[config.mk]
export PLATFORM = sky130hd
export DESIGN_NAME = distribute_1xn_cmd_flow_buf
export DESIGN_NICKNAME = d
export VERILOG_FILES = /design/src/rtl/distribute_pkg.sv /design/src/rtl/dist_out_fifo.sv /design/src/rtl/distribute_1xn_cmd_flow_buf.sv
export SDC_FILE = /design/constraint.sdc
export NUM_CORES = 1
export LEC_CHECK = 0
export BUFFER_PORTS_ARGS = -buffer_cell sky130_fd_sc_hd__buf_2
export CAP_MARGIN = 20
export CORE_ASPECT_RATIO = 0.9
export CORE_MARGIN = 2
export CORE_UTILIZATION = 50
export DETAILED_ROUTE_END_ITERATION = 10
export PLACE_DENSITY = 0.75
export SETUP_SLACK_MARGIN = 0.2
export SYNTH_ARGS = -nofsm -noshare
export SYNTH_HDL_FRONTEND = slang
export SYNTH_SLANG_ARGS = --single-unit
[constraint.sdc]
create_clock -name clk -period 4.1 [get_ports clk]
set_input_delay 0.615 -clock clk [delete_from_list [all_inputs] [get_ports clk]]
set_output_delay 0.615 -clock clk [all_outputs]
set_load 0.005 [all_outputs]
[src/rtl/distribute_pkg.sv]
// Shared command-mode encodings and width helpers for the 1xN distributor.
package distribute_pkg;

  localparam int CMD_MODE_BINARY = 0;  // tag is a binary port index (unicast)
  localparam int CMD_MODE_MASK   = 1;  // tag is a port bitmask (multicast)

  // Width of the tag field carried in the MSBs of the input command.
  function automatic int tag_width(input int cmd_mode, input int num_out);
    return (cmd_mode == CMD_MODE_MASK) ? num_out : $clog2(num_out);
  endfunction

  // Width of the command forwarded with each word; never narrower than one bit.
  function automatic int out_cmd_width(input int in_cmd_w, input int tag_w);
    return ((in_cmd_w - tag_w) > 1) ? (in_cmd_w - tag_w) : 1;
  endfunction

endpackage

[src/rtl/dist_out_fifo.sv]
// Per-port output FIFO: circular buffer with an explicit occupancy count.
module dist_out_fifo #(
  parameter int WIDTH = 36,
  parameter int DEPTH = 2
) (
  input  logic             clk,
  input  logic             rst,
  input  logic             push_i,
  input  logic [WIDTH-1:0] din_i,
  input  logic             pop_i,
  output logic [WIDTH-1:0] dout_o,
  output logic             full_o,
  output logic             empty_o
);

  localparam int PTR_W = (DEPTH > 1) ? $clog2(DEPTH) : 1;
  localparam int CNT_W = $clog2(DEPTH + 1);

  logic [PTR_W-1:0] wr_ptr_q, wr_ptr_d;
  logic [PTR_W-1:0] rd_ptr_q, rd_ptr_d;
  logic [CNT_W-1:0] cnt_q, cnt_d;
  logic [WIDTH-1:0] mem_q [DEPTH];
  logic             do_push;
  logic             do_pop;

  // Pointers wrap at DEPTH so non-power-of-two depths work.
  function automatic logic [PTR_W-1:0] ptr_inc(input logic [PTR_W-1:0] p);
    return (p == PTR_W'(DEPTH - 1)) ? '0 : p + PTR_W'(1);
  endfunction

  assign full_o  = (cnt_q == CNT_W'(DEPTH));
  assign empty_o = (cnt_q == '0);
  assign do_push = push_i & ~full_o;
  assign do_pop  = pop_i & ~empty_o;
  assign dout_o  = mem_q[rd_ptr_q];

  // Next-state for pointers and occupancy count.
  always_comb begin
    wr_ptr_d = wr_ptr_q;
    rd_ptr_d = rd_ptr_q;
    if (do_push) wr_ptr_d = ptr_inc(wr_ptr_q);
    if (do_pop)  rd_ptr_d = ptr_inc(rd_ptr_q);
    cnt_d = cnt_q + CNT_W'(do_push) - CNT_W'(do_pop);
  end

  // Control state; reset empties the FIFO immediately.
  always_ff @(posedge clk or posedge rst) begin
    if (rst) begin
      wr_ptr_q <= '0;
      rd_ptr_q <= '0;
      cnt_q    <= '0;
    end else begin
      wr_ptr_q <= wr_ptr_d;
      rd_ptr_q <= rd_ptr_d;
      cnt_q    <= cnt_d;
    end
  end

  // Storage array; contents are don't-care until the count says otherwise.
  always_ff @(posedge clk) begin
    if (do_push) mem_q[wr_ptr_q] <= din_i;
  end

endmodule

[src/rtl/distribute_1xn_cmd_flow_buf.sv]
// 1-to-N command-tagged distributor with per-port buffering and
// all-or-nothing multicast acceptance.
module distribute_1xn_cmd_flow_buf
  import distribute_pkg::*;
#(
  parameter int DATA_WIDTH       = 32,
  parameter int NUM_DATA_OUT     = 4,
  parameter int FIFO_DEPTH       = 2,
  parameter int IN_COMMAND_WIDTH = 6,
  parameter int CMD_MODE         = 0
) (
  input  logic                               clk,
  input  logic                               rst,
  input  logic                               i_en,
  input  logic                               i_valid,
  output logic                               o_ready,
  input  logic [DATA_WIDTH-1:0]              i_data_bus,
  input  logic [IN_COMMAND_WIDTH-1:0]        i_cmd,
  output logic [NUM_DATA_OUT-1:0]            o_valid,
  input  logic [NUM_DATA_OUT-1:0]            i_ready,
  output logic [NUM_DATA_OUT*DATA_WIDTH-1:0] o_data_bus,
  output logic [NUM_DATA_OUT*out_cmd_width(IN_COMMAND_WIDTH,
                tag_width(CMD_MODE, NUM_DATA_OUT))-1:0] o_cmd,
  output logic                               o_err
);

  localparam int N         = NUM_DATA_OUT;
  localparam int TAG_W     = tag_width(CMD_MODE, NUM_DATA_OUT);
  localparam int OUT_CMD_W = out_cmd_width(IN_COMMAND_WIDTH, TAG_W);
  localparam int EW        = DATA_WIDTH + OUT_CMD_W;

  logic [TAG_W-1:0]     tag;
  logic [N-1:0]         tgt;
  logic [OUT_CMD_W-1:0] fwd_cmd;
  logic [N-1:0]         fifo_full;
  logic [N-1:0]         fifo_empty;
  logic [N-1:0]         fifo_push;
  logic [N-1:0]         fifo_pop;
  logic [EW-1:0]        fifo_dout [N];
  logic                 accept;
  logic                 err_q, err_d;

  assign tag = i_cmd[IN_COMMAND_WIDTH-1 -: TAG_W];

  generate
    if (CMD_MODE == CMD_MODE_MASK) begin : g_mask_decode
      assign tgt = tag;
    end else begin : g_bin_decode
      // Binary tag selects exactly one port.
      always_comb begin
        tgt      = '0;
        tgt[tag] = 1'b1;
      end
    end

    if (IN_COMMAND_WIDTH > TAG_W) begin : g_fwd_cmd
      assign fwd_cmd = i_cmd[OUT_CMD_W-1:0];
    end else begin : g_no_fwd_cmd
      assign fwd_cmd = '0;
    end
  endgenerate

  // Ready only if every targeted port has room; an empty mask is always
  // acceptable (the word is discarded). Full FIFOs stay not-free this cycle
  // even if they are being popped, so i_ready never reaches o_ready.
  assign o_ready   = i_en & ~rst & ~|(tgt & fifo_full);
  assign accept    = i_valid & o_ready;
  assign fifo_push = {N{accept}} & tgt;
  assign fifo_pop  = ~fifo_empty & i_ready;
  assign err_d     = accept & ~|tgt;
  assign o_err     = err_q;

  // Discard flag: one-cycle pulse after an untargeted word is swallowed.
  always_ff @(posedge clk or posedge rst) begin
    if (rst) err_q <= 1'b0;
    else     err_q <= err_d;
  end

  generate
    for (genvar k = 0; k < N; k++) begin : g_port
      dist_out_fifo #(
        .WIDTH (EW),
        .DEPTH (FIFO_DEPTH)
      ) u_fifo (
        .clk     (clk),
        .rst     (rst),
        .push_i  (fifo_push[k]),
        .din_i   ({fwd_cmd, i_data_bus}),
        .pop_i   (fifo_pop[k]),
        .dout_o  (fifo_dout[k]),
        .full_o  (fifo_full[k]),
        .empty_o (fifo_empty[k])
      );

      assign o_valid[k] = ~fifo_empty[k];
      assign o_data_bus[k*DATA_WIDTH +: DATA_WIDTH] =
        o_valid[k] ? fifo_dout[k][DATA_WIDTH-1:0] : '0;
      assign o_cmd[k*OUT_CMD_W +: OUT_CMD_W] =
        o_valid[k] ? fifo_dout[k][EW-1:DATA_WIDTH] : '0;
    end
  endgenerate

endmodule

==> out/results.ini <==
[status]
status=finished clean

[yosys]
synthCells=691
seq_area_frac_synth_pct=77.24
yosys_most_used_dff=edfxtp_1
syn-cell-area_sq_um=11750
synthDominantCellAreaShare_pct=73.62
synth_nets=745
synthMostInstantiatedCell=edfxtp_1
yosysTopAreaCell=edfxtp_1
synth.distinct_cells=25
synth_edf_count=288
yosys_warnings=0
ys_top_cells_by_area=edfxtp_1 74%, mux2i_1 12%, nor2_1 4.6%, dfrtp_1 3.6%, ha_1 0.85%
syn_avg_cell_area_sq_um=17.00
synth_top_cells_by_count=288 x edfxtp_1, 145 x mux2i_1, 144 x nor2_1
async_flop_share_pct=5.574
synth-seq-cells=305

[worst_setup_path]
crit_buf_inv=2
end_kind=output pin
slowest_stage=dfrtp_2
critPathArrivalTime_ns=2.36
path_class=register to output pin
crit_family=flip-flops
required_ns=3.48
critPathMaxFanout=25
cp-start-kind=register
max_stage_delay_ns=0.93
cp_cell_sequence=buf_4, mux2i_1, nor2_1, buf_2

[die]
die_area_sq_um=24740
fp.coreArea_sq_um=23210
start_util_pct=50.61
num_io_pins=196
rows=53
die_h_um=149.4
die_w_um=165.6

[drt]
vias=6470
drt_iter0_markers=354
post-route-drc-count=0
ant_nets=0
avgViaCountPerCell=5.269
routed_wl_um=24700
drt_pass1_iterations=7
avgRoutedWirePerCell_um=20.12

[grt]
grt_max_degree=38
grt_pass1_vias=6352
antenna_found_initial=2
grt_pass1_wl_um=36280
use_met3_pct=3.215
grt_use_met2_pct=33.03
grt_usage_pct=19.57
grt_use_met1_pct=26.77
grt_overflow_total=0
grt-busiest-layer=met2

[pwr]
cellPowerDensity_nw_per_um2=646.2
p_leak_nw=5.612
ir_drop_v=0.0003833

[place]
dpl.hpwl_um=15530
gp_congestion=0.7533
portBuffers=195

[layout]
areaGrowthSynthToFinish_pct=20.44
drive_gt1_share_pct=29.41
layout.nets=956
nFillCells=1690

[clock_tree]
cts_tree=yes
path_clk_slew_ns=0.06
cts_htree_levels=1
cts_setup_buffers=0
cts-resized-gates=0
clock-sinks=305
cts_buffers=31
clkLatencyLatePin_ns=0.54
cts_hold_buf=0
cts-root-buf=clkbuf_16
cts_buffer_depth=3

[hold_path]
hp-class=input port to asynchronous set/reset pin

[sta]
rsz0062_at_grt=no
finalSetupTns_ns=0
max-slew-margin-rel_pct=31.04
period_share_pct=72.63
fin_skew_ns=0.007905
hold_viol_final=0
tightest_slew_ns=1.034
final.min_clock_period_ns=2.978
setup_viol=0
fmax_mhz=335.8
drv_slew=0
whs_ns=0.1939

[flow_run]
cap_violations=0

[layout by cell type (no fill, tap or decap), types with 6 or more instances in the layout]
cell type,Yosys,final
dfrtp_1,17,13
xnor2_1,8,8
clkinv_1,0,8
nor2_1,144,144
inv_1,12,12
buf_4,0,8
clkbuf_16,0,31
mux2i_1,145,145
edfxtp_1,288,288
xor2_1,8,8
ha_1,8,8
buf_2,16,195
clkbuf_1,12,6
[metrics by stage]
stage | utilization [%] | power [mW] | cells | instance area [sq um] | setup slack, ns
floorplan | - | 5.278 | 691 | 11750 | 0.7156
global placement | 56.46 | 6.477 | 1168 | 13100 | 1.295
detailed placement | 56.46 | 6.522 | 1168 | 13100 | 1.271
CTS | 60.63 | 9.193 | 1224 | 14070 | 1.094
global route | 60.95 | 9.587 | 1227 | 14150 | 0.9955
finish | 60.96 | 9.143 | 1228 | 14150 | 1.122
[layer usage]
| layer | vias to the layer above | part of all wire, % |
|---|---|---|
| li1 | 2955 | - |
| met1 | 3284 | 43 |
| met2 | 196 | 49 |
| met3 | 33 | 5.2 |
| met4 | 2 | 1.9 |
| met5 | - | 0.049 |
[cell type report]
class                      count  area [sq um]  area share [%]
timing repair buffer         206          1111           7.853
clock buffer                  37         798.3           5.642
antenna                        1         2.502         0.01769
clock inverter                19         168.9           1.194
multi-input combinational    343          2555           18.06
inverter                      15         56.30          0.3979
tap                          302         377.9           2.671
sequential                   305          9079           64.17
[sequential cells by signal, indices dropped and copies added (netlist names)]
register,flops
o_err,1
g_port.u_fifo.cnt_q,8
g_port.u_fifo.rd_ptr_q,4
g_port.u_fifo.wr_ptr_q,4
g_port.u_fifo.mem_q,288
[logic make-up after synthesis]
kind of cell	after synthesis	share of synthesized area, %
DFF	305	77.24
xor gates and xnor gates	16	1.193
buffers and inverters	43	1.544
AOI/OAI and AO/OA	3	0.3728
and+or+nand+nor	170	6.412
other	1	0.03192
muxes	145	12.35
adders and majority gates	8	0.8521
[where the power goes]
part,internal (mW),switching [mW],total [mW]
Combinational,1.18,1.39,2.57
Clock,1.57,1.11,2.68
Sequential,3.55,0.341,3.89
Total,6.30,2.85,9.14
[final timing paths]
check,start,endpoint,slack [ns],cells past startpoint
min in group clk,i_cmd[2],g_port[3].u_fifo.mem_q[0][34],0.35,1
max in group asynchronous,rst,g_port[0].u_fifo.rd_ptr_q,3.42,2
hold reg to reg,g_port[1].u_fifo.cnt_q[1],g_port[1].u_fifo.cnt_q[1],0.54,1
hold / removal,rst,o_err,0.19,2
setup reg to reg,g_port[2].u_fifo.cnt_q[1],g_port[2].u_fifo.cnt_q[1],1.68,8
setup / recovery,g_port[1].u_fifo.rd_ptr_q,o_cmd[4],1.12,4
No activity file was read; power rests on OpenSTA's default activity.
